[src/rtl/accumulation_differentiator.sv]
// Recovers per-step summands from a stream of running sums (current - previous mod 2^WIDTH),
// with a two-entry output skid buffer and a global clock enable.
module accumulation_differentiator #(
  parameter int WIDTH         = 8,
  parameter bit FIRST_IS_BASE = 1'b1
) (
  input  logic             i_CLK,
  input  logic             i_RESET,
  input  logic             i_CLK_EN,
  input  logic             i_ACC_VALID,
  output logic             o_ACC_READY,
  input  logic [WIDTH-1:0] i_ACCUMULATION,
  input  logic             i_RESYNC,
  output logic             o_SUM_VALID,
  input  logic             i_SUM_READY,
  output logic [WIDTH-1:0] o_SUMMAND,
  output logic             o_FIRST
);

  typedef enum logic {
    S_UNPRIMED = 1'b0,
    S_PRIMED   = 1'b1
  } state_t;

  state_t           state_q, state_d;
  logic [1:0]       count_q, count_d;
  logic [WIDTH-1:0] prev_q, prev_d;
  logic [WIDTH-1:0] head_q, head_d;
  logic [WIDTH-1:0] tail_q, tail_d;
  logic             head_first_q, head_first_d;
  logic             tail_first_q, tail_first_d;

  logic             accept_s;
  logic             pop_s;
  logic             push_s;
  logic             base_beat_s;
  logic [WIDTH-1:0] new_val_s;

  assign o_ACC_READY = (count_q != 2'd2);
  assign o_SUM_VALID = (count_q != 2'd0);
  assign o_SUMMAND   = head_q;
  assign o_FIRST     = head_first_q;

  // Next-state logic: base tracking, difference, and head/tail buffer update.
  always_comb begin
    accept_s    = i_CLK_EN & i_ACC_VALID & o_ACC_READY;
    pop_s       = i_CLK_EN & o_SUM_VALID & i_SUM_READY;
    base_beat_s = (state_q == S_UNPRIMED) | i_RESYNC;
    // A base beat differences against zero, so the sample itself is the summand.
    push_s      = accept_s & ~(base_beat_s & FIRST_IS_BASE);
    new_val_s   = base_beat_s ? i_ACCUMULATION : (i_ACCUMULATION - prev_q);

    state_d      = state_q;
    prev_d       = prev_q;
    count_d      = count_q;
    head_d       = head_q;
    tail_d       = tail_q;
    head_first_d = head_first_q;
    tail_first_d = tail_first_q;

    if (accept_s) begin
      prev_d  = i_ACCUMULATION;
      state_d = S_PRIMED;
    end else begin
      prev_d  = prev_q;
      state_d = state_q;
    end

    case ({push_s, pop_s})
      2'b10: begin
        count_d = count_q + 2'd1;
        if (count_q == 2'd0) begin
          head_d       = new_val_s;
          head_first_d = base_beat_s;
        end else begin
          tail_d       = new_val_s;
          tail_first_d = base_beat_s;
        end
      end
      2'b01: begin
        count_d      = count_q - 2'd1;
        head_d       = tail_q;
        head_first_d = tail_first_q;
      end
      2'b11: begin
        // Push needs count<2 and pop needs count>0, so count is 1: new entry becomes head.
        count_d      = count_q;
        head_d       = new_val_s;
        head_first_d = base_beat_s;
      end
      default: begin
        count_d = count_q;
      end
    endcase
  end

  // State registers with asynchronous reset flushing the buffer and base.
  always_ff @(posedge i_CLK or posedge i_RESET) begin
    if (i_RESET) begin
      state_q      <= S_UNPRIMED;
      count_q      <= 2'd0;
      prev_q       <= {WIDTH{1'b0}};
      head_q       <= {WIDTH{1'b0}};
      tail_q       <= {WIDTH{1'b0}};
      head_first_q <= 1'b0;
      tail_first_q <= 1'b0;
    end else begin
      state_q      <= state_d;
      count_q      <= count_d;
      prev_q       <= prev_d;
      head_q       <= head_d;
      tail_q       <= tail_d;
      head_first_q <= head_first_d;
      tail_first_q <= tail_first_d;
    end
  end

endmodule

[config.mk]
export PLATFORM = sky130hd
export DESIGN_NAME = accumulation_differentiator
export DESIGN_NICKNAME = d
export VERILOG_FILES = /design/src/rtl/accumulation_differentiator.sv
export SDC_FILE = /design/constraint.sdc
export NUM_CORES = 1
export LEC_CHECK = 0
export BUFFER_PORTS_ARGS = -buffer_cell sky130_fd_sc_hd__buf_4
export CAP_MARGIN = 40
export CORE_MARGIN = 2
export CORE_UTILIZATION = 57
export CTS_BUF_LIST = sky130_fd_sc_hd__clkbuf_4
export CTS_CLUSTER_DIAMETER = 50
export DETAILED_ROUTE_END_ITERATION = 6
export PLACE_DENSITY_LB_ADDON = 0.3
export SLEW_MARGIN = 25
export SYNTH_ARGS = -nofsm -noshare
export SYNTH_HDL_FRONTEND = slang
export SYNTH_SLANG_ARGS = --single-unit
[constraint.sdc]
create_clock -name i_CLK -period 3.07 [get_ports i_CLK]
set_clock_uncertainty 0.05 [all_clocks]
set_input_delay 0.4605 -clock i_CLK [delete_from_list [all_inputs] [get_ports i_CLK]]
set_output_delay 0.4605 -clock i_CLK [all_outputs]
set_load 0.01 [all_outputs]
**Word level (Yosys, flattened, before mapping)**

Index checks and enable logic that the tools add are counted.

- Muxes and demuxes: 6
- Reduce and logical (&&, ||, !) cells: 6
- $add $sub $neg: 3
- Equal/unequal tests: 5
- Bitwise logic cells: 9

Operator list:

| cell | number |
|---|---|
| 8-bit one-hot mux with 3 select lines | 1 |
| 8-bit two-way mux | 2 |
| 8-bit subtractor | 1 |
| 1-bit AND | 5 |
| 2-bit == test, second input constant | 2 |
| 2-bit != test, second input constant | 2 |
| 2-bit one-hot mux with 2 select lines | 1 |
| 2-bit AND reduction | 2 |
| 2-bit nonzero test | 2 |
| 1-bit inverter | 3 |
| 1-bit one-hot mux with 3 select lines | 1 |
| 3-bit nonzero test | 1 |
| 2-bit by 1-bit adder with 2-bit output, second input constant | 1 |
| 2-bit by 1-bit == test with 1-bit output, second input constant | 1 |
| 2-bit logical NOT | 1 |
| 2-bit by 1-bit subtractor with 2-bit output, second input constant | 1 |
| 1-bit two-way mux | 1 |
| 1-bit bitwise OR | 1 |

- Logic and storage cells: 36
- Flip-flop bits (word level): 29
- Input bits: 14

**Depth between registers and ports, before layout**

Gate-level depths: netlist of run 1.

- Word-level depth: 7
- Mapped depth: 12

**Least setup slack after synthesis of run 1**

No wires, ideal clock.

- Path type: register to register
- From: reg count_q[0]
- To: reg head_first_q (netlist: o_FIRST)
- Period minus slack after synthesis: 2,126 ps
- Stages on the path, launching flop included: 10
- Slack: 944 ps
- Path buffers: 3
- Arrival: 1,980 ps
- Setup time: 95 ps
- Required time: 2,925 ps
- Cells stage by stage: dfrtp_1 nand2b_1 and3_1 buf_4 buf_4 nand2_1 ha_1 clkbuf_1 nor2_1 o31ai_1

- Word-level cells in the longest chain between the ends: 6
- Elaborated cells on any way between the ends: 14

Ends and longest elaborated chain:

| what | line | text |
|---|---|---|
| start: declaration | 26 | `logic [1:0] count_q, count_d;` |
| start signal: assignment | 109 | `count_q <= count_d;` |
| 2-bit != test (*) | 39 | `assign o_ACC_READY = (count_q != 2'd2);` |
| named net o_ACC_READY | 11 | `output logic o_ACC_READY,` |
| 1-bit AND (*) | 46 | `accept_s = i_CLK_EN & i_ACC_VALID & o_ACC_READY;` |
| 1-bit AND (*) | 50 | `push_s = accept_s & ~(base_beat_s & FIRST_IS_BASE);` |
| 2-bit == test / 2-bit by 1-bit == test with 1-bit output (equally long branches) | 69 | `case ({push_s, pop_s})` |
| 2-bit != test (no source line) / 3-bit nonzero test (equally long branches) | n/a |  |
| 2-bit AND reduction (no source line) | n/a |  |
| end signal: assignment | 113 | `head_first_q <= head_first_d;` |
| end: declaration | 30 | `logic head_first_q, head_first_d;` |

Mark *: on every way through the listed nets, which the timed path passes. The rest lies on a longest branch.
A chain may end at the register's enable or synchronous reset.

**Worst setup path after layout of run 1**

- From: reg count_q[0]
- To: reg head_q[7] (netlist: o_SUMMAND[7])

- Word-level cells in the longest chain between the ends: 6
- Elaborated cells on any way between the ends: 14

Ends and longest elaborated chain:

| what | line | text |
|---|---|---|
| 2-bit != test / 2-bit nonzero test (equally long branches) | 39, 40 |  |
| 1-bit AND (on tied branches) | 46, 47 |  |
| 1-bit AND (on tied branches) | 50, 47 |  |
| 2-bit == test / 2-bit by 1-bit == test with 1-bit output (equally long branches) | 69 |  |
| 2-bit != test (no source line) / 3-bit nonzero test (equally long branches) | n/a |  |
| 2-bit AND reduction (no source line) | n/a |  |
| end signal: assignment | 103 | `head_q <= {WIDTH{1'b0}};` |
| end: declaration | 28 | `logic [WIDTH-1:0] head_q, head_d;` |

Parallel ways exist; a longest one is shown, timed or not.

==> results.md, run 1 <==
- The flow ran to the end, but the final reports show violations.
- The final reports fail on design-rule violations.
- The first global-routing pass estimated 5885 µm of wire.
- The cell-internal power is ~1000 µW.
- In this run, the number of DRC markers left after iteration 0 of detailed routing was 95.
- The detailed placement HPWL is between 2000 and 3000 µm.
- Once the clock tree was built, the resizer swapped 0 gates to a different size.
- Using the TritonRoute via totals, the vias-per-cell ratio works out to 5.592.
- Once the clock tree was built, the setup fixing pass inserted 0 buffers.
- Setup violations remaining at the end of the flow were counted as 0.
- The placement row count is 19.
- TritonCTS built the clock tree.
- In this run the tool buffered the top-level ports with 24 buffer cells.
- The setup check on the worst reg-to-reg path leaves a slack of 960 ps.
- The power share of the clock group is 0.136.
- Of the synthesized area, sequential elements account for 0.4249.
- The worst register-to-register path begins at count_q[0]$_DFFE_PP0P_.
- After global routing the overflow that remains totals 0.
- The total area inside the core boundary comes to ~0.0028 mm².
- For the worst setup path, the data required time is 3240 ps.
- The total power per unit cell area is 872.7 mW/mm².
- The die covers 0.003450 mm².
- The worst register-to-register path ends at o_SUMMAND[7]$_DFFE_PP0P_.
- The total global-route track usage is 0.2264.
- When the netlist entered floorplanning its net count stood at 206.
- The root buffer selected by CTS is clkbuf_4.
- The pin count of the biggest net entering global routing is 30.
- The length in cells of the worst reg-to-reg path is 7.
- The longest clock path from root to sink contains 2 buffers.
- For this run, the detailed router's first-pass iteration total came to 6.
- The number of antenna violations at the first check in global routing is 0.
- The number of diodes added for antenna fixing is 0.
- Summed over all layers, the routed wires come to 3359 µm.
- The actual slew at the worst max-slew pin is 606.2 ps.
- The number of synthesized register bits is 29.
- Of the cells placed in the final design, the portion with a size suffix greater than 1 is 0.2126.
- The relative max-transition margin is 0.5952.
- Yosys printed 0 warnings.
- The source-to-sink clock delay at the later pin of the worst-skew pair is 340 ps.
- For this configuration, the core starts out at a cell density of 0.6088.
- In this run the worst hold path is classified as in2async.
- The leakage power is 0.0009614 µW.
- The library cells used most frequently in the layout, excluding fill and tap cells, are dfrtp_1 (29), buf_4 (26), nand2_1 (24), o21ai_1 (16), a21oi_1 (13).
- The proportion of power drawn by combinational gates is 0.487.
- The count of final hold-check violations is 0.
- The horizontal die dimension is ~59 µm.
- The proportion of power drawn by flip-flops and latches is 0.377.
- STA classifies the critical path startpoint as a flop.
- The max capacitance violation total is 0.
- CTS saw 29 sinks.
- The count of nets left with antenna violations after detail routing is 0.
- The kind of critical path is reg2reg.
- 25 I/O pins were placed.
- The vertical die dimension is 58.74 µm.
- The routed length per instance is 14.11 µm.
- Leaving out fill and tap cells, the most frequent cell in the layout is dfrtp_1.
- Clock-pin slew was measured on the worst setup and hold paths at 100 ps.
- The last weighted congestion value of the routability-driven placer is approximately 0.95.
- The switching power as a share of total power is 0.4008.
- For this run, design rule violations remaining after detail routing come to 3.
- The kind of end point of the critical path is a flop.
- The synthesized area per cell is 9.436 µm².
- The number of buffers inserted for hold repair after clock tree synthesis is 0.
- Setup repair after global routing left no endpoint under its margin.
- The maximum clock frequency is 473.2 MHz.
- In the final timing run, aggregate negative setup slack is 0 ps.
- The synthesized netlist cell count is 181.
- Clock tree synthesis inserted a total of 5 buffers.
- The analysis attributes to net switching a power of 679.3 µW.
- In the final design database the tool counted 231 nets.
- In this run the number of H-tree levels came out at 2.
- The via count of the first global-routing pass is approximately 1,300.
- In the finished design, the share of the clock period the worst path needs comes to 0.6883.
- The time the worst path needs with I/O delays and setup is 2113 ps.
- The arrival time of the worst setup path is approximately 2300 ps.
- The total vias in the final route is ~1,300.
- The largest driver fanout on the critical path is 16.
- In this run the cell area of the synthesized design comes to 0.001708 mm².
- The netlist uses 42 different library cells.
- The overall power of the completed layout is between 1500 and 2000 µW.
- The peak ir drop on the vdd network is about 0.58 mV.
- Relative to the synthesized area, the layout overhead comes to 13.70%.
- The number of max-slew violations in the final report was 0.
-- layer usage --
| metal | part of all wire | wire, µm | global-route usage |
|---|---|---|---|
| met2 | 0.49 | 1655 | 0.3730 |
| met3 | 0.057 | 193 | 0.05934 |
| met4 | 0.0068 | 23 | 0.07792 |
| met1 | 0.44 | 1487 | 0.2884 |
| met5 | 0 | 0 | 0 |
-- worst max path at each step --
| stage | to | start | depth (start not counted) | slack, ps |
|---|---|---|---|---|
| after global placement | o_SUMMAND[7]$_DFFE_PP0P_ | i_RESYNC | 8 | 870 |
| final | o_SUMMAND[7]$_DFFE_PP0P_ | count_q[0]$_DFFE_PP0P_ | 7 | 960 |
| after detailed placement | o_SUMMAND[6]$_DFFE_PP0P_ | i_ACCUMULATION[0] | 10 | 850 |
| after floorplan | o_FIRST$_DFFE_PP0P_ | count_q[0]$_DFFE_PP0P_ | 9 | 940 |
| after CTS | o_SUMMAND[7]$_DFFE_PP0P_ | count_q[0]$_DFFE_PP0P_ | 7 | 960 |
| after global routing | o_SUMMAND[7]$_DFFE_PP0P_ | count_q[0]$_DFFE_PP0P_ | 7 | 810 |
-- power groups by stage --
stage / Sequential [µW] / Clock [µW] / Combinational [µW]
after floorplan: 655 / 0 / 570
after global placement: 634 / 0 / 787
after detailed placement: 649 / 0 / 817
after CTS: 639 / 234 / 822
after global routing: 656 / 245 / 927
final: 640 / 230 / 825
-- through the flow --
| step | cells | hold WS, ps | setup WS [ps] | cell area, µm² | util |
|---|---|---|---|---|---|
| global placement | 230 | 406.0 | 869.4 | 1887 | 0.6726 |
| finish | 238 | 131.3 | 956.9 | 1942 | 0.6922 |
| floorplan | 181 | 391.8 | 944.5 | 1708 | - |
| detailed placement | 230 | 413.2 | 846.6 | 1887 | 0.6726 |
| CTS | 238 | 150.7 | 957.2 | 1942 | 0.6922 |
| global route | 238 | 185.1 | 806.2 | 1942 | 0.6922 |
-- cell families (layout without fill, tap and decap cells) --
| group | count (synthesis) | after routing | share of synthesized area |
|---|---|---|---|
| AO/OA/AOI/OAI | 55 | 55 | 0.1971 |
| buffers and inverters | 20 | 46 | 0.05860 |
| XOR/XNOR | 7 | 7 | 0.03590 |
| adder cells (fa/ha/maj) | 11 | 11 | 0.08498 |
| flip-flops | 29 | 29 | 0.4249 |
| AND/OR/NAND/NOR | 52 | 52 | 0.1531 |
| multiplexers | 7 | 7 | 0.04542 |
-- synthesized netlist by cell type --
cell type  count  share of area
o211a_1        1         0.0059
xor2_1         5          0.026
or3_1          1         0.0037
fa_1           1          0.012
a21o_1         1         0.0044
o31a_2         1         0.0059
o31ai_1        2         0.0088
or2_2          1         0.0037
inv_1         12          0.026
mux2_1         2          0.013
dfrtp_1       29           0.42
o21ai_2        1         0.0051
a21oi_1       13          0.038
and2b_1        1         0.0044
o21ai_1       16          0.047
nand2_1       24          0.053
o21ai_0       10          0.029
mux2_4         1         0.0088
mux2i_1        4          0.023
nor2_1         7          0.015
a21oi_4        1         0.0095
o21a_1         1         0.0044
a211oi_1       2         0.0088
or2_4          1         0.0051
clkbuf_1       1         0.0022
o31ai_2        1         0.0073
a31oi_1        1         0.0037
o211ai_1       2         0.0088
nand3_1        2         0.0059
and2_1         1         0.0037
buf_2          2         0.0059
xnor2_1        2          0.010
ha_1          10          0.073
nand2b_1       4          0.015
buf_6          1         0.0066
a2bb2oi_1      1         0.0051
buf_4          4          0.018
nand2b_4       1         0.0081
o311ai_1       1         0.0051
nand2_4        1         0.0066
nor2b_1        3          0.011
and3_1         5          0.018
-- cell type report --
cell class / count / area [µm²]
inverters: 12 / 45.04
well taps: 31 / 38.79
repair buffers: 26 / 195.2
clock inverters: 3 / 17.52
fillers: 229 / 863.3
clock buffers: 5 / 37.54
multi-input cells: 132 / 882.1
flip-flops and latches: 29 / 725.7
-- sequential cells by signal, summed over array words and instances, names as in the netlist --
signal / cells
tail_first_q: 1
tail_q: 8
count_q: 2
prev_q: 8
o_FIRST: 1
o_SUMMAND: 8
state_q: 1
-- critical path: stages, from the launching register on --
cell	delay [ps]
dfrtp_1	430
or2_4	290
nand3_1	140
inv_1	60
ha_1	370
o311ai_1	390
a2bb2oi_1	170
o21ai_0	110
Note: power is estimated with default switching activity, not from simulation.
==> inputs of run 2 (changes only) <==
==> constraint.sdc (replaced) <==
create_clock -name i_CLK -period 2 [get_ports i_CLK]
set_clock_uncertainty 0.05 [all_clocks]
set_input_delay 0.3 -clock i_CLK [delete_from_list [all_inputs] [get_ports i_CLK]]
set_output_delay 0.3 -clock i_CLK [all_outputs]
set_load 0.01 [all_outputs]
==> results.md, run 2 (synthesis gave the netlist of run 1 again) <==
- The count of endpoints failing setup in the final report is 0.
- Buffers inserted during clock tree synthesis total 5.
- The root buffer selected by CTS is clkbuf_4.
- The horizontal die dimension is 58.74 µm.
- The analysis attributes to cell leakage a power of 0.0009867 µW.
- The capture point of the worst reg-to-reg path is tail_q[3]$_DFFE_PP0P_.
- During placement, the flow inserted port buffers numbering 24.
- The final reports fail on design-rule violations.
- For the worst setup path, the data arrival time is around 2100 ps.
- The non-filler instance count after layout is 242.
- OpenSTA, run right after detailed placement, puts the worst setup slack at -64.85 ps.
- The time the worst path needs with I/O delays and setup is approximately 1900 ps.
- In this run the tightest slew margin relative to its limit is 0.7066.
- The buffers plus inverters on the worst setup path is 1.
- The kind of critical path is reg2reg.
- For the pin with the worst max-slew slack, the measured transition is 440.1 ps.
- The H-tree generated during clock tree synthesis spans 2 levels.
- At the later pin of the worst-skew pair, clock insertion delay measures 340 ps.
- Measured along the y axis, the die boundary spans 58.74 µm.
- The routed length per instance is between 10 and 15 µm.
- The run finished, with violations left.
- The residual DRC count is 5.
- Setup repair after global routing left no endpoint under its margin.
- The top cell types in the final layout, fill and taps aside, are buf_4 (29), dfrtp_1 (28), nand2_1 (24), o21ai_1 (16), a21oi_1 (13).
- Wires add up to ~3500 µm.
- After global routing the overflow that remains totals 0.
- The register clock-pin slew on the reported worst setup and hold paths is 100 ps.
- The detailed placement HPWL is 2526 µm.
- The most common library cell in the layout ignoring fill and taps is buf_4.
- Summing over every cut layer, the via total after detailed routing is between 1,000 and 1,500.
- For the worst flop-to-flop path, the logic depth is 7.
- In the final design database the tool counted 235 nets.
- The number of antenna violations at the first check in global routing is 0.
- The total iterations of the first detailed-routing run is 6.
- The biggest cell delay along the critical path is 370 ps.
- Dividing the detail-routed via count by the number of cells gives 5.649.
- The worst register-to-register path has a setup slack of 70 ps.
- The post-route clock period utilization is 0.9644.
- The count of nets left with antenna violations after detail routing is 0.
- The full die area is 0.003450 mm².
- Pin placement for this block handled 25 I/O pins.
- The startpoint of the worst setup timing path is prev_q[1]$_DFFE_PP0P_.
- The fraction of the core area covered by cells at the end of the flow is 0.7177.
- The design draws 2667 µW.
- The worst-path cell with the longest stage delay is dfrtp_1.
- The largest driver fanout on the critical path is 3.
- The CTS tree is yes.
- The congestion estimate from routability-driven global placement came to 0.9017.
- The count of final hold-check violations is 0.
- The total global-route track usage is 0.2335.
- Summing all placed instances gives a cell area of roughly 0.0019 mm².
- In this run, placement finished with an instance count of 233.
- The largest delay contributor family on the critical path is compound AO/OA/AOI/OAI gates.
- The critical path depth is 7.
- The core region is 0.002805 mm².
- The tool flagged a number of max-cap violations equal to 0.
- In the post-route analysis, the smallest setup slack over all paths is 71.19 ps.
- The fraction of final layout cells sized beyond drive strength 1 is 0.2607.
- The initial core utilization is 0.6088.
- The pin count of the biggest net entering global routing is 30.
- Based on the critical path, the design can be clocked at up to 518.5 MHz.
- The number of max-slew violations in the final report was 0.
- The clock passes through at most 2 buffers.
- Walking the worst path, the cells encountered are inv_1, ha_1, nor2b_1, o21a_1, or3_1, a31oi_1, o21ai_0.
- The data required time of the critical path is between 2000 and 2500 ps.
- The peak ir drop on the vdd network is 0.9141 mV.
- The startpoint identified for the worst register-to-register timing path is prev_q[1]$_DFFE_PP0P_.
- 0 antenna diodes ended up in the layout.
- The capture point of the worst path is tail_q[3]$_DFFE_PP0P_.
- Row generation in the floorplan step produced 19 rows.
- The via count of the first global-routing pass is 1,404.
- The wire length of the first global-routing pass is 6065 µm.
- STA classifies the critical path startpoint as a flop.
- STA classifies the critical path endpoint as a flop.
- The total clock sinks is 29.
- In this run, the number of DRC markers left after iteration 0 of detailed routing was 50.
- The post-route standard cell area excluding fillers is 0.002013 mm².
- The tightest min-delay check is of the in2reg type.
- Compared with the post-synthesis result, the final layout area differs by 17.88%.
- In this run the power density over the cells is 1325 mW/mm².
run 2: where the power goes:
group	switching, µW	internal (µW)
logic	704	615
clock network	220	132
registers	148	849
total	1070	1600
run 2: through the flow:
step           hold WS (ps)  setup TNS, ps
6_report              140.7              0
2_1_floorplan         328.1              0
3_5_place_dp          347.4         -226.7
3_3_place_gp          341.6              0
4_1_cts               124.5              0
5_1_grt               138.2              0
run 2: repair_timing:
item	in CTS	in global routing
endpoints found under the hold margin	29	0
setup buffers	0	0
setup endpoints to repair	0	9
hold buffers	1	0
resized for setup	0	5
run 2: worst min-delay path by stage:
stage / start / end / cells past startpoint
4_1_cts: i_ACCUMULATION[0] / prev_q[0]$_DFFE_PP0P_ / 2
3_3_place_gp: i_RESET / o_SUMMAND[2]$_DFFE_PP0P_ / 3
3_5_place_dp: i_RESET / tail_q[3]$_DFFE_PP0P_ / 3
5_1_grt: i_ACCUMULATION[0] / prev_q[0]$_DFFE_PP0P_ / 2
6_report: i_ACCUMULATION[0] / prev_q[0]$_DFFE_PP0P_ / 2
2_1_floorplan: i_RESET / count_q[0]$_DFFE_PP0P_ / 1
run 2: cell type report:
class	count	area, µm²
Sequential cell	29	726.9
Clock inverter	3	17.52
Clock buffer	5	37.54
Timing Repair Buffer	30	227.7
Fill cell	234	792.0
Multi-Input combinational cell	132	919.6
Tap cell	31	38.79
Inverter	12	45.04
run 2: routing by layer:
layer	GRT usage	vias up	routed length [µm]
met5	0	-	0
met3	0.06813	10	201
met4	0.1136	0	83
met1	0.2792	644	1542
met2	0.3841	37	1678
li1	-	676	-
==> inputs of run 3 (changes only) <==
--- a/config.mk
+++ b/config.mk
@@ -5,6 +5,7 @@
 export SDC_FILE = /design/constraint.sdc
 export NUM_CORES = 1
 export LEC_CHECK = 0
+export ABC_AREA = 1
 export BUFFER_PORTS_ARGS = -buffer_cell sky130_fd_sc_hd__buf_4
 export CAP_MARGIN = 40
 export CORE_MARGIN = 2
==> results.md, run 3 <==
- The flow ran to the end, and the final reports show no timing, DRC or antenna violations.
- For the pin with the worst max-slew slack, the measured transition is 388.3 ps.
- The number of flops mapped to enable cells by yosys is 0.
- The initial utilization of the core area, before any placement, comes to 0.5853.
- The via count of the first global-routing pass is approximately 1,300.
- The number of antenna violations at the first check in global routing is 0.
- Across the VDD grid, the largest voltage drop is 0.6255 mV.
- The detail route stage leaves a number of antenna-violating nets equal to 0.
- The cell-internal power is 1597 µW.
- The time the worst path needs with I/O delays and setup is 1819 ps.
- Using the TritonRoute via totals, the vias-per-cell ratio works out to 5.028.
- Buffers inserted during clock tree synthesis total 5.
- The first routing iteration left 61 violations.
- Across all setup checks in the final design, the least slack found is 181.3 ps.
- The critical path depth is 11.
- The area overhead of the layout relative to synthesis is 16.94%.
- Excluding fillers, the count of instances in the completed layout stands at 285.
- Entering global routing, the biggest net connects 20 pins.
- The path category of the worst min-delay check is in2reg.
- Setup violations remaining at the end of the flow were counted as 0.
- From bottom edge to top edge, the die measures 59.30 µm.
- The proportion of power drawn by combinational gates is 0.493.
- For met3 alone, demand over resource in global routing was 0.05895.
- The total power per unit cell area is 1304 mW/mm².
- The synthesized area per cell is 7.995 µm².
- In this run the horizontal extent of the chip is 59.30 µm.
- The overall power of the completed layout is 2658 µW.
- Before CTS, the worst setup slack after placement is 112.4 ps.
- The capture point of the worst reg-to-reg path is o_SUMMAND[0]$_DFFE_PP0P_.
- Of the cells placed in the final design, the portion with a size suffix greater than 1 is 0.2341.
- The maximum buffer depth of the clock tree is 2.
- In the final layout, the multi-input gates occupy 867.1 µm².
- The wire length of the first global-routing pass is 5451 µm.
- The power share of the clock group is 0.135.
- For this run, the leading register cell type out of synthesis is dfrtp_1.
- The number of diodes added for antenna fixing is 0.
- The share of the synthesized area in the top cell type is 0.4164.
- The number of buffer cells added on primary ports is 24.
- In the final routed layout, each cell accounts on average for 11.52 µm.
- In this run the core area contains 20 standard-cell rows.
- The worst setup path is captured at a flop.
- For this run, global-route usage on met2 was measured as 0.3093.
- The sum of routed wire length over all layers is ~3300 µm.
- The number of synthesized register bits is 29.
- The worst-path cell with the longest stage delay is dfrtp_1.
- After the last flow step, the layout net total stands at 276.
- The library cells used most frequently in the layout, excluding fill and tap cells, are nand2_1 (62), buf_4 (31), dfrtp_1 (29), inv_1 (22), nor2_1 (17).
- The commonest cells after synthesis are nand2_1 (62), dfrtp_1 (29), inv_1 (22), nor2_1 (18), o21ai_0 (13).
- The CTS tree is yes.
- Yosys printed 0 warnings.
- The floorplan step defined a core boundary enclosing 0.002978 mm².
- The number of fillers in the final layout is between 200 and 300.
- The largest single stage delay on the critical path is 420 ps.
- The detailed placement HPWL is about 2500 µm.
- Among all cell types in the netlist, the one instantiated most often is nand2_1.
- The cell count after synthesis came out at 218.
- At the end of the flow the core is filled with cells to 0.6845.
- The switching power is between 1000 and 1500 µW.
- The largest driver fanout on the critical path is 13.
- The data required time of the critical path is 2180 ps.
- The length in cells of the worst reg-to-reg path is 11.
- The proportion of power drawn by flip-flops and latches is 0.372.
- The total global-route track usage is 0.2095.
- The relative max-transition margin is 0.7408.
- In this run the register-to-register setup slack is 180 ps.
- The category of the worst setup path launch point is a flop.
- The global routing stage identified its most utilized layer as met2.
- Static timing analysis puts the maximum clock frequency at 549.9 MHz.
- The critical path ends at o_SUMMAND[0]$_DFFE_PP0P_.
- For the worst setup path, the data arrival time is 2000 ps.
- The count of final hold-check violations is 0.
- The number of primary I/O pins is 25.
- The buffers plus inverters on the worst setup path is 3.
- The detailed router placed roughly 1,400 vias in this run.
- In this design, the critical path's most frequently occurring cell is inv_1.
- The met1 layer usage reported by global route is 0.2951.
- The number of max-slew violations in the final report is 0.
- The flip-flop and latch area is 725.7 µm².
- The netlist uses 29 different library cells.
- The residual DRC count is 0.
- The total overflow reported by the global router is 0.
- The H-tree depth reported by CTS is 2.
- The critical path in this run is classified as reg2reg.
- The synthesized net count is 243.
- Clock-pin slew was measured on the worst setup and hold paths at ~100 ps.
- Summed over all cells, the static leakage comes to between 0.001 and 0.0015 µW.
- Counting flops with an async set or reset pin after synthesis yields a share of 1.000.
- The first detailed-routing pass took 4 iterations.
- The launch instance of the worst register-to-register path is count_q[0]$_DFFE_PP0P_.
- The signal on the critical path passes through inv_1, nand2_1, nand3_2, nor2_2, inv_1, ha_1, nor2_8, inv_4, a21oi_1, o21ai_0, o21a_1.
- In the finished design, the share of the clock period the worst path needs comes to 0.9093.
- The die covers 0.003516 mm².
- The largest delay contributor family on the critical path is simple AND/OR/NAND/NOR gates.
- Tracing the worst setup path back leads to its startpoint at count_q[0]$_DFFE_PP0P_.
- The root buffer selected by CTS is clkbuf_4.
- At the end of routability-driven placement, the weighted congestion stood at 0.8001.
- Final hold analysis gives a worst-case slack of 145.2 ps.
- The mapped cell area is ~0.0017 mm².
- Once placement completed, the tool counted placed cells totaling ~280.
- The sequential share of the synthesized area is 0.4164.
- Clock latency on the worst-skew pair, taken at its later pin, is 330 ps.
- The switching power as a share of total power is 0.3991.
- Across the run, the number of max-cap violations was 0.
- The library cell used most frequently in the layout, excluding fill and tap cells, is nand2_1.
- Yosys attributes the largest share of cell area to dfrtp_1 (42%), nand2_1 (13%), ha_1 (7.2%).
- The total clock sinks is 29.
- The largest area contributor in the synthesized netlist is dfrtp_1.
-- run 3: cell count changes after synthesis, moves of 5 or more --
cell / delta
nand3_1: +10
nand2_1: +38
nor2_1: +11
and3_1: -5
nor2_2: +5
inv_1: +10
o21ai_1: -13
a31oi_1: +5
a21oi_1: -6
-- run 3: kinds of logic after synthesis --
kind of cell,share of synthesized area
buffers and inverters,0.08758
AND/OR/NAND/NOR,0.2922
AO/OA/AOI/OAI,0.1005
XOR/XNOR,0.02010
flip-flops,0.4164
adder cells (fa/ha/maj),0.08327
-- run 3: power groups by stage --
stage	Clock, µW	Sequential (µW)	Combinational [µW]
final	359	989	1310
after global routing	391	1020	1490
after CTS	367	994	1290
after detailed placement	0	1010	1280
after global placement	0	1000	1240
after floorplan	0	1020	897
-- run 3: how the worst min path moves through the flow --
stage / slack [ps] / start / cells after the start / to
floorplan: 330 / i_RESET / 1 / count_q[0]$_DFFE_PP0P_
global placement: 260 / i_RESET / 2 / o_SUMMAND[5]$_DFFE_PP0P_
detailed placement: 260 / i_RESET / 2 / o_SUMMAND[5]$_DFFE_PP0P_
CTS: 140 / i_ACCUMULATION[6] / 3 / prev_q[6]$_DFFE_PP0P_
global route: 160 / i_ACCUMULATION[7] / 3 / prev_q[7]$_DFFE_PP0P_
finish: 150 / i_ACCUMULATION[6] / 3 / prev_q[6]$_DFFE_PP0P_
-- run 3: per-stage QoR --
| stage | setup TNS [ps] | area (µm²) |
|---|---|---|
| finish | 0 | 2038 |
| global route | -12.97 | 2038 |
| CTS | 0 | 2026 |
| detailed placement | 0 | 1961 |
| global placement | 0 | 1961 |
| floorplan | 0 | 1743 |
-- run 3: what timing repair did --
action	CTS	global route
gates resized for setup	0	3
buffers inserted	0	1
hold buffers	1	0
endpoints found under the hold margin	10	0
endpoints found under the setup margin	0	2
-- run 3: final cells by class --
cell class / count / area share
Timing Repair Buffer: 32 / 0.1191
Tap cell: 33 / 0.02026
Multi-Input combinational cell: 156 / 0.4254
Clock buffer: 6 / 0.02210
Sequential cell: 29 / 0.3560
Clock inverter: 2 / 0.004911
Inverter: 27 / 0.05218
-- run 3: worst register-to-register path: cells and delay by family, from the launching register on --
kind	cells	cell delay [ps]
and+or+nand+nor	4	470
AOI/OAI and AO/OA	3	330
DFF	1	420
adders and majority gates	1	240
buffers and inverters	3	220
-- run 3: metal layers --
layer,wire [µm],vias up
li1,-,761
met1,1660,646
met2,1454,20
met3,123,6
met4,45,0
met5,0,-
